--- config.mk ---
export PLATFORM = sky130hd
export DESIGN_NAME = bonus_scheduler
export DESIGN_NICKNAME = d
export VERILOG_FILES = /design/src/rtl/bonus_pkg.sv /design/src/rtl/bonus_effect_timer.sv /design/src/rtl/bonus_scheduler.sv
export SDC_FILE = /design/constraint.sdc
export NUM_CORES = 1
export LEC_CHECK = 0
export CORE_AREA = 2 2 114 116
export CTS_BUF_LIST = sky130_fd_sc_hd__clkbuf_16
export DETAILED_ROUTE_END_ITERATION = 7
export DIE_AREA = 0 0 116 118
export GPL_TIMING_DRIVEN = 1
export HOLD_SLACK_MARGIN = 0.03
export PLACE_DENSITY = 0.82
export SYNTH_ARGS = -nofsm -noshare
export SYNTH_HDL_FRONTEND = slang
export SYNTH_SLANG_ARGS = --single-unit
--- constraint.sdc ---
create_clock -name clk_i -period 8.31 [get_ports clk_i]
set_clock_uncertainty 0.1 [all_clocks]
set_input_delay 1.2465 -clock clk_i [delete_from_list [all_inputs] [get_ports clk_i]]
set_output_delay 1.2465 -clock clk_i [all_outputs]
set_load 0.02 [all_outputs]
--- src/rtl/bonus_pkg.sv ---
// Shared types and helpers for the bonus scheduler.
//   bonus_t        : the four bonus kinds, encoded as the 2-bit slot/effect type
//   sched_state_t  : spawn FSM states
//   COORD_W        : width of screen coordinates
//   lfsr_next()    : one step of the 16-bit Fibonacci LFSR (taps 16,14,13,11)
package bonus_pkg;

  localparam int COORD_W = 11;

  typedef enum logic [1:0] {B_WIDE, B_SLOW, B_LIFE, B_MULTI} bonus_t;

  typedef enum logic {S_IDLE, S_ARM} sched_state_t;

  function automatic logic [15:0] lfsr_next(input logic [15:0] v);
    return {v[14:0], v[15] ^ v[13] ^ v[12] ^ v[10]};
  endfunction

endpackage

--- src/rtl/bonus_effect_timer.sv ---
// Frame-count timer for one bonus effect type.
//   clk_i          : system clock
//   reset_i        : synchronous active-high reset
//   clear_i        : drop the effect immediately (level switch)
//   load_i         : catch of this type; (re)loads EFFECT_FRAMES
//   startOfFrame_i : frame tick, decrements a running count
//   active_o       : effect running (count nonzero)
module bonus_effect_timer #(
  parameter int EFFECT_FRAMES = 300
) (
  input  logic clk_i,
  input  logic reset_i,
  input  logic clear_i,
  input  logic load_i,
  input  logic startOfFrame_i,
  output logic active_o
);

  localparam int CW = (EFFECT_FRAMES < 1) ? 1 : $clog2(EFFECT_FRAMES + 1);

  logic [CW-1:0] cnt_q, cnt_d;

  // Load beats a same-clock decrement so a retrigger always gets the full time.
  always_comb begin
    cnt_d = cnt_q;
    if (clear_i)                            cnt_d = '0;
    else if (load_i)                        cnt_d = CW'(EFFECT_FRAMES);
    else if (startOfFrame_i && cnt_q != '0) cnt_d = cnt_q - 1'b1;
  end

  always_ff @(posedge clk_i) begin
    if (reset_i) cnt_q <= '0;
    else         cnt_q <= cnt_d;
  end

  assign active_o = (cnt_q != '0);

endmodule

--- src/rtl/bonus_scheduler.sv ---
// Shares N_SLOTS falling-bonus movers between brick-hit spawn requests and
// runs per-type effect timers when a bonus is caught.
//   clk_i, reset_i      : clock, synchronous active-high reset
//   startOfFrame_i      : 1-clk frame tick
//   lvl_i               : current level; any change clears scheduler state
//   brickHit_i/X/Y      : brick destroyed at (X,Y)
//   activeFlags_i       : per-slot mover busy flag
//   bonusCollision_i    : per-slot paddle collision
//   activate_o          : one-hot arm request to the chosen mover
//   topXStart_o/Y       : start position, stable while activate_o is set
//   slotType_o          : 2-bit type per slot
//   effectStart_o/Type  : 1-clk catch pulse and caught type
//   effectActive_o      : per-type effect running
//   dropCount_o         : saturating count of lost hits
module bonus_scheduler
  import bonus_pkg::*;
#(
  parameter int          N_SLOTS         = 3,
  parameter int          N_TYPES         = 4,
  parameter int          SPAWN_CHANCE    = 3,
  parameter int          COOLDOWN_FRAMES = 30,
  parameter int          EFFECT_FRAMES   = 300,
  parameter int          ARM_TIMEOUT     = 4,
  parameter logic [15:0] LFSR_SEED       = 16'hACE1
) (
  input  logic                 clk_i,
  input  logic                 reset_i,
  input  logic                 startOfFrame_i,
  input  logic [1:0]           lvl_i,
  input  logic                 brickHit_i,
  input  logic [COORD_W-1:0]   brickX_i,
  input  logic [COORD_W-1:0]   brickY_i,
  input  logic [N_SLOTS-1:0]   activeFlags_i,
  input  logic [N_SLOTS-1:0]   bonusCollision_i,
  output logic [N_SLOTS-1:0]   activate_o,
  output logic [COORD_W-1:0]   topXStart_o,
  output logic [COORD_W-1:0]   topYStart_o,
  output logic [2*N_SLOTS-1:0] slotType_o,
  output logic                 effectStart_o,
  output logic [1:0]           effectType_o,
  output logic [N_TYPES-1:0]   effectActive_o,
  output logic [7:0]           dropCount_o
);

  localparam int CDW = (COOLDOWN_FRAMES < 1) ? 1 : $clog2(COOLDOWN_FRAMES + 1);
  localparam int ACW = (ARM_TIMEOUT < 1) ? 1 : $clog2(ARM_TIMEOUT + 1);

  sched_state_t                    state_q, state_d;
  logic [15:0]                     lfsr_q, lfsr_d;
  logic [1:0]                      lvl_q;
  logic                            pend_vld_q, pend_vld_d;
  logic [COORD_W-1:0]              pend_x_q, pend_x_d, pend_y_q, pend_y_d;
  logic [CDW-1:0]                  cool_q, cool_d;
  logic [ACW-1:0]                  arm_cnt_q, arm_cnt_d;
  logic [COORD_W-1:0]              x_q, x_d, y_q, y_d;
  bonus_t                          type_q, type_d;
  logic [N_SLOTS-1:0]              act_q, act_d;
  logic [N_SLOTS-1:0][1:0]         slot_type_q, slot_type_d;
  logic                            eff_start_q, eff_start_d;
  logic [1:0]                      eff_type_q, eff_type_d;
  logic [7:0]                      drop_q, drop_d;

  logic                            lvl_sw, chance_ok, free_found, catch_any;
  logic [N_SLOTS-1:0]              free_oh, catch_vec;
  logic [1:0]                      catch_type, drop_add;
  logic [N_TYPES-1:0]              eff_load;
  logic [8:0]                      drop_sum;

  assign lvl_sw    = (lvl_i != lvl_q);
  assign chance_ok = ({1'b0, lfsr_q[2:0]} < 4'(SPAWN_CHANCE));
  assign catch_vec = bonusCollision_i & activeFlags_i;
  assign catch_any = |catch_vec;

  // Lowest free slot and lowest catching slot (descending loops, last write wins).
  always_comb begin
    free_oh    = '0;
    free_found = 1'b0;
    catch_type = '0;
    for (int i = N_SLOTS - 1; i >= 0; i--) begin
      if (!activeFlags_i[i]) begin
        free_oh    = '0;
        free_oh[i] = 1'b1;
        free_found = 1'b1;
      end
      if (catch_vec[i]) catch_type = slot_type_q[i];
    end
  end

  always_comb begin
    state_d     = state_q;
    lfsr_d      = lfsr_next(lfsr_q);
    pend_vld_d  = pend_vld_q;
    pend_x_d    = pend_x_q;
    pend_y_d    = pend_y_q;
    cool_d      = cool_q;
    arm_cnt_d   = arm_cnt_q;
    x_d         = x_q;
    y_d         = y_q;
    type_d      = type_q;
    act_d       = act_q;
    slot_type_d = slot_type_q;
    eff_start_d = 1'b0;
    eff_type_d  = eff_type_q;
    eff_load    = '0;
    drop_add    = '0;

    if (lvl_sw) begin
      // Level switch overrides everything; same-clock hits and catches vanish.
      state_d    = S_IDLE;
      act_d      = '0;
      pend_vld_d = 1'b0;
      cool_d     = '0;
    end else begin
      if (startOfFrame_i && cool_q != '0) cool_d = cool_q - 1'b1;

      if (catch_any) begin
        eff_start_d          = 1'b1;
        eff_type_d           = catch_type;
        eff_load[catch_type] = 1'b1;
      end

      case (state_q)
        S_IDLE: begin
          // A waiting pending entry is served first; it stays parked until the
          // cooldown has expired.
          if ((pend_vld_q || brickHit_i) && cool_q == '0) begin
            if (pend_vld_q) begin
              pend_vld_d = brickHit_i;
              pend_x_d   = brickX_i;
              pend_y_d   = brickY_i;
            end
            if (chance_ok) begin
              if (free_found) begin
                x_d       = pend_vld_q ? pend_x_q : brickX_i;
                y_d       = pend_vld_q ? pend_y_q : brickY_i;
                type_d    = bonus_t'(2'(int'(lfsr_q[5:4]) % N_TYPES));
                act_d     = free_oh;
                arm_cnt_d = '0;
                state_d   = S_ARM;
              end else begin
                drop_add = drop_add + 2'd1;
              end
            end
          end
        end
        S_ARM: begin
          arm_cnt_d = arm_cnt_q + 1'b1;
          if (|(activeFlags_i & act_q)) begin
            for (int i = 0; i < N_SLOTS; i++)
              if (act_q[i]) slot_type_d[i] = type_q;
            cool_d  = CDW'(COOLDOWN_FRAMES);
            act_d   = '0;
            state_d = S_IDLE;
          end else if (arm_cnt_q == ACW'(ARM_TIMEOUT - 1)) begin
            act_d    = '0;
            state_d  = S_IDLE;
            drop_add = drop_add + 2'd1;
          end
          if (brickHit_i) begin
            if (!pend_vld_q) begin
              pend_vld_d = 1'b1;
              pend_x_d   = brickX_i;
              pend_y_d   = brickY_i;
            end else begin
              drop_add = drop_add + 2'd1;
            end
          end
        end
        default: state_d = S_IDLE;
      endcase
    end

    drop_sum = {1'b0, drop_q} + {7'd0, drop_add};
    drop_d   = drop_sum[8] ? 8'hFF : drop_sum[7:0];
  end

  always_ff @(posedge clk_i) begin
    if (reset_i) begin
      state_q     <= S_IDLE;
      lfsr_q      <= LFSR_SEED;
      lvl_q       <= '0;
      pend_vld_q  <= 1'b0;
      pend_x_q    <= '0;
      pend_y_q    <= '0;
      cool_q      <= '0;
      arm_cnt_q   <= '0;
      x_q         <= '0;
      y_q         <= '0;
      type_q      <= B_WIDE;
      act_q       <= '0;
      slot_type_q <= '0;
      eff_start_q <= 1'b0;
      eff_type_q  <= '0;
      drop_q      <= '0;
    end else begin
      state_q     <= state_d;
      lfsr_q      <= lfsr_d;
      lvl_q       <= lvl_i;
      pend_vld_q  <= pend_vld_d;
      pend_x_q    <= pend_x_d;
      pend_y_q    <= pend_y_d;
      cool_q      <= cool_d;
      arm_cnt_q   <= arm_cnt_d;
      x_q         <= x_d;
      y_q         <= y_d;
      type_q      <= type_d;
      act_q       <= act_d;
      slot_type_q <= slot_type_d;
      eff_start_q <= eff_start_d;
      eff_type_q  <= eff_type_d;
      drop_q      <= drop_d;
    end
  end

  for (genvar t = 0; t < N_TYPES; t++) begin : g_eff
    bonus_effect_timer #(.EFFECT_FRAMES(EFFECT_FRAMES)) u_timer (
      .clk_i          (clk_i),
      .reset_i        (reset_i),
      .clear_i        (lvl_sw),
      .load_i         (eff_load[t]),
      .startOfFrame_i (startOfFrame_i),
      .active_o       (effectActive_o[t])
    );
  end

  assign activate_o    = act_q;
  assign topXStart_o   = x_q;
  assign topYStart_o   = y_q;
  assign slotType_o    = slot_type_q;
  assign effectStart_o = eff_start_q;
  assign effectType_o  = eff_type_q;
  assign dropCount_o   = drop_q;

endmodule
==> reports/qor.txt <==
CTS tree: yes
fin nets: 763
Clk pin slew, worst setup/hold paths: 0.06 ns
Horiz. Die Dim: 116 um
via count: 5314
status: finished clean
Max Clock Freq: 228 MHz
Final Core Density: 0.604
Syn-to-layout area delta: 23.6%
cell row count: 41
Final Setup Violations: 0
Residual DRC: 0
leakage dissipation: 2.63 nW
final instance area: 7500 um^2
largest net degree at the start of global routing: 59
post-cts hold buffer count: 0
Post-synth EDFFs: 0
DP Wirelength: 10.0 mm
WL/cell: 17.0 um
crit-path max FO: 8
post-CTS sizing: 0
clk buf depth: 2
Slew @ Worst Pin: 1.12 ns
YS warnings: 0
CP startpoint kind: input pin
Crit Path Category: input pin to register
Vias/cell: 5.89
share of cells above drive strength 1: 0.0945
ys async rst share: 0
Mapped Nets: 704
1st-iter DRT viols: 411
Tmin final: 4.38 ns
Synth area leaders: dfxtp_1, mux2i_1, nand2_1, a211oi_1, a21oi_1
number of library cell types mapped by synthesis: 69
pwr dens: 208 nW/um^2
slowest cell on the critical path: clkdlybuf4s50_1
Placement Setup Slack: 3.51 ns
Hold Fails Final Rpt: 0
Most used DFF post-synth: dfxtp_1
io pins: 80
commonest non-fill, non-tap cell in the layout: dfxtp_1
Synth top area share: 0.429
Num Clock Sinks: 130
Initial Util: 0.489
number of diodes: 0
Slew Viols, Final: 0
setup TNS: 0 ns
nature of the critical path endpoint: register
path type of the worst min-delay path: register to register
Port Buf Inserts: 79
Max Cap Violations: 0
area of the multi-input gates: 3160 um^2
critical path cell sequence: clkdlybuf4s50_1 > a222oi_1 > and2_1 > ha_1 > a21oi_1 > a221oi_1 > ha_1 > inv_1 > fa_1 > and3b_1 > nand3_1 > and4_1 > nor3_1
CTS Root Cell: clkbuf_16
Post-CTS Setup Repair Bufs: 0
initial antenna violation count: 0
die area: 13700 um^2
first-pass GRT wire length: 25.1 mm
slew margin rel.: 0.257
TritonCTS buffer count: 17
Min Hold Slack: 0.310 ns
vias in the first global route: 5231
synthesized area per cell: 9.23 um^2
Worst VDD drop: 142 uV
post-synthesis sequential area ratio: 0.429
fillers: 1035
Reg area: 2600 um^2
Clock H-tree levels: 4
GRT Total Usage: 0.231
required time of the critical path: 8.56 ns
RSZ-0062 raised after global routing: no
DR pass1 iterations: 5
arrival time at the worst endpoint: 4.63 ns
fin worst setup slack: 3.93 ns
Netlist Area Pre-Place: 6070 um^2
die height: 118 um
routability cong.: 0.857
CP peak stage delay: 0.55 ns
post-synth top area cell: dfxtp_1
Critical Path Most Common Cell: ha_1
placed cell areas: 6900 um^2
Core Region: 12400 um^2
Cells after Synth: 658
grt ovf: 0
final wirelength: 15.3 mm
Tcrit/Tclk final: 0.528
worst skew pair latency: 0.43 ns
#FFs+latches synth: 130
most frequent cells in the layout: dfxtp_1, clkdlybuf4s50_1, nand2_1
antenna-violating nets left: 0
## sequential cells by signal, summed over array words and instances, names as in the netlist, 3 cells and up
| register | flops |
|---|---|
| pend_y_q | 11 |
| cool_q | 5 |
| topXStart_o | 11 |
| topYStart_o | 11 |
| g_eff.u_timer.cnt_q | 36 |
| lfsr_q | 16 |
| slotType_o | 6 |
| dropCount_o | 8 |
| activate_o | 3 |
| pend_x_q | 11 |
| arm_cnt_q | 3 |
## worst paths after layout
| path | startpoint | end | slack [ns] | cells after the start |
|---|---|---|---|---|
| setup reg to reg | state_q | dropCount_o[5] | 4.79 | 10 |
| hold / removal | lfsr_q[14] | lfsr_q[15] | 0.31 | 1 |
| hold reg to reg | lfsr_q[14] | lfsr_q[15] | 0.31 | 1 |
| setup / recovery | activeFlags_i[2] | dropCount_o[5] | 3.93 | 13 |
## per-layer routing
metal,share of wire,vias up,GRT usage
li1,-,2537,-
met1,0.43,2578,0.278
met2,0.49,168,0.388
met3,0.056,31,0.0623
met4,0.023,0,0.0938
met5,0,-,0
## cell families after synthesis
kind of cell               share of synthesized area
and+or+nand+nor                                0.191
AOI/OAI and AO/OA                              0.178
DFF                                            0.429
buffers and inverters                         0.0517
muxes                                         0.0925
xor gates and xnor gates                      0.0317
adders and majority gates                     0.0260
## layout make-up
cell class	count	area share
sequential	130	0.347
timing repair buffer	85	0.111
tap	172	0.0287
clock buffer	17	0.0567
inverter	25	0.0125
clock inverter	15	0.0238
multi-input combinational	458	0.421
## worst max-delay path, delay by kind of cell
kind                     cells  cell delay (ns)
AND/OR/NAND/NOR              5             1.12
buffers and inverters        2             0.61
AO/OA/AOI/OAI                3             0.89
adder cells (fa/ha/maj)      3             0.77
## cells in the mapped netlist, types with 4 or more instances
| cell type | count |
|---|---|
| a211oi_1 | 30 |
| a21oi_1 | 40 |
| a31oi_1 | 32 |
| buf_2 | 7 |
| buf_4 | 9 |
| clkbuf_1 | 25 |
| dfxtp_1 | 130 |
| ha_1 | 11 |
| inv_1 | 25 |
| mux2i_1 | 55 |
| nand2_1 | 74 |
| nand2b_1 | 4 |
| nand3_1 | 13 |
| nand4_1 | 8 |
| nor2_1 | 21 |
| nor2b_1 | 12 |
| nor3_1 | 22 |
| nor4_1 | 4 |
| o211ai_1 | 4 |
| o21ai_0 | 11 |
| o31ai_1 | 6 |
| or2_2 | 10 |
| or3_1 | 7 |
| or4_1 | 5 |
| xnor2_1 | 11 |
| xor2_1 | 11 |
## report_power, final
group / total [W] / switching [W] / internal [W]
combinational: 0.000146 / 0.0000863 / 0.0000593
clock: 0.000768 / 0.000294 / 0.000474
sequential: 0.000650 / 0.0000103 / 0.000639
total: 0.00156 / 0.000391 / 0.00117
## through the flow
stage	power, W	instances
4_1_cts	0.00157	902
3_3_place_gp	0.000801	870
2_1_floorplan	0.000752	658
5_1_grt	0.00161	902
6_report	0.00156	902
3_5_place_dp	0.000806	870
No activity file was read; power rests on OpenSTA's default activity.
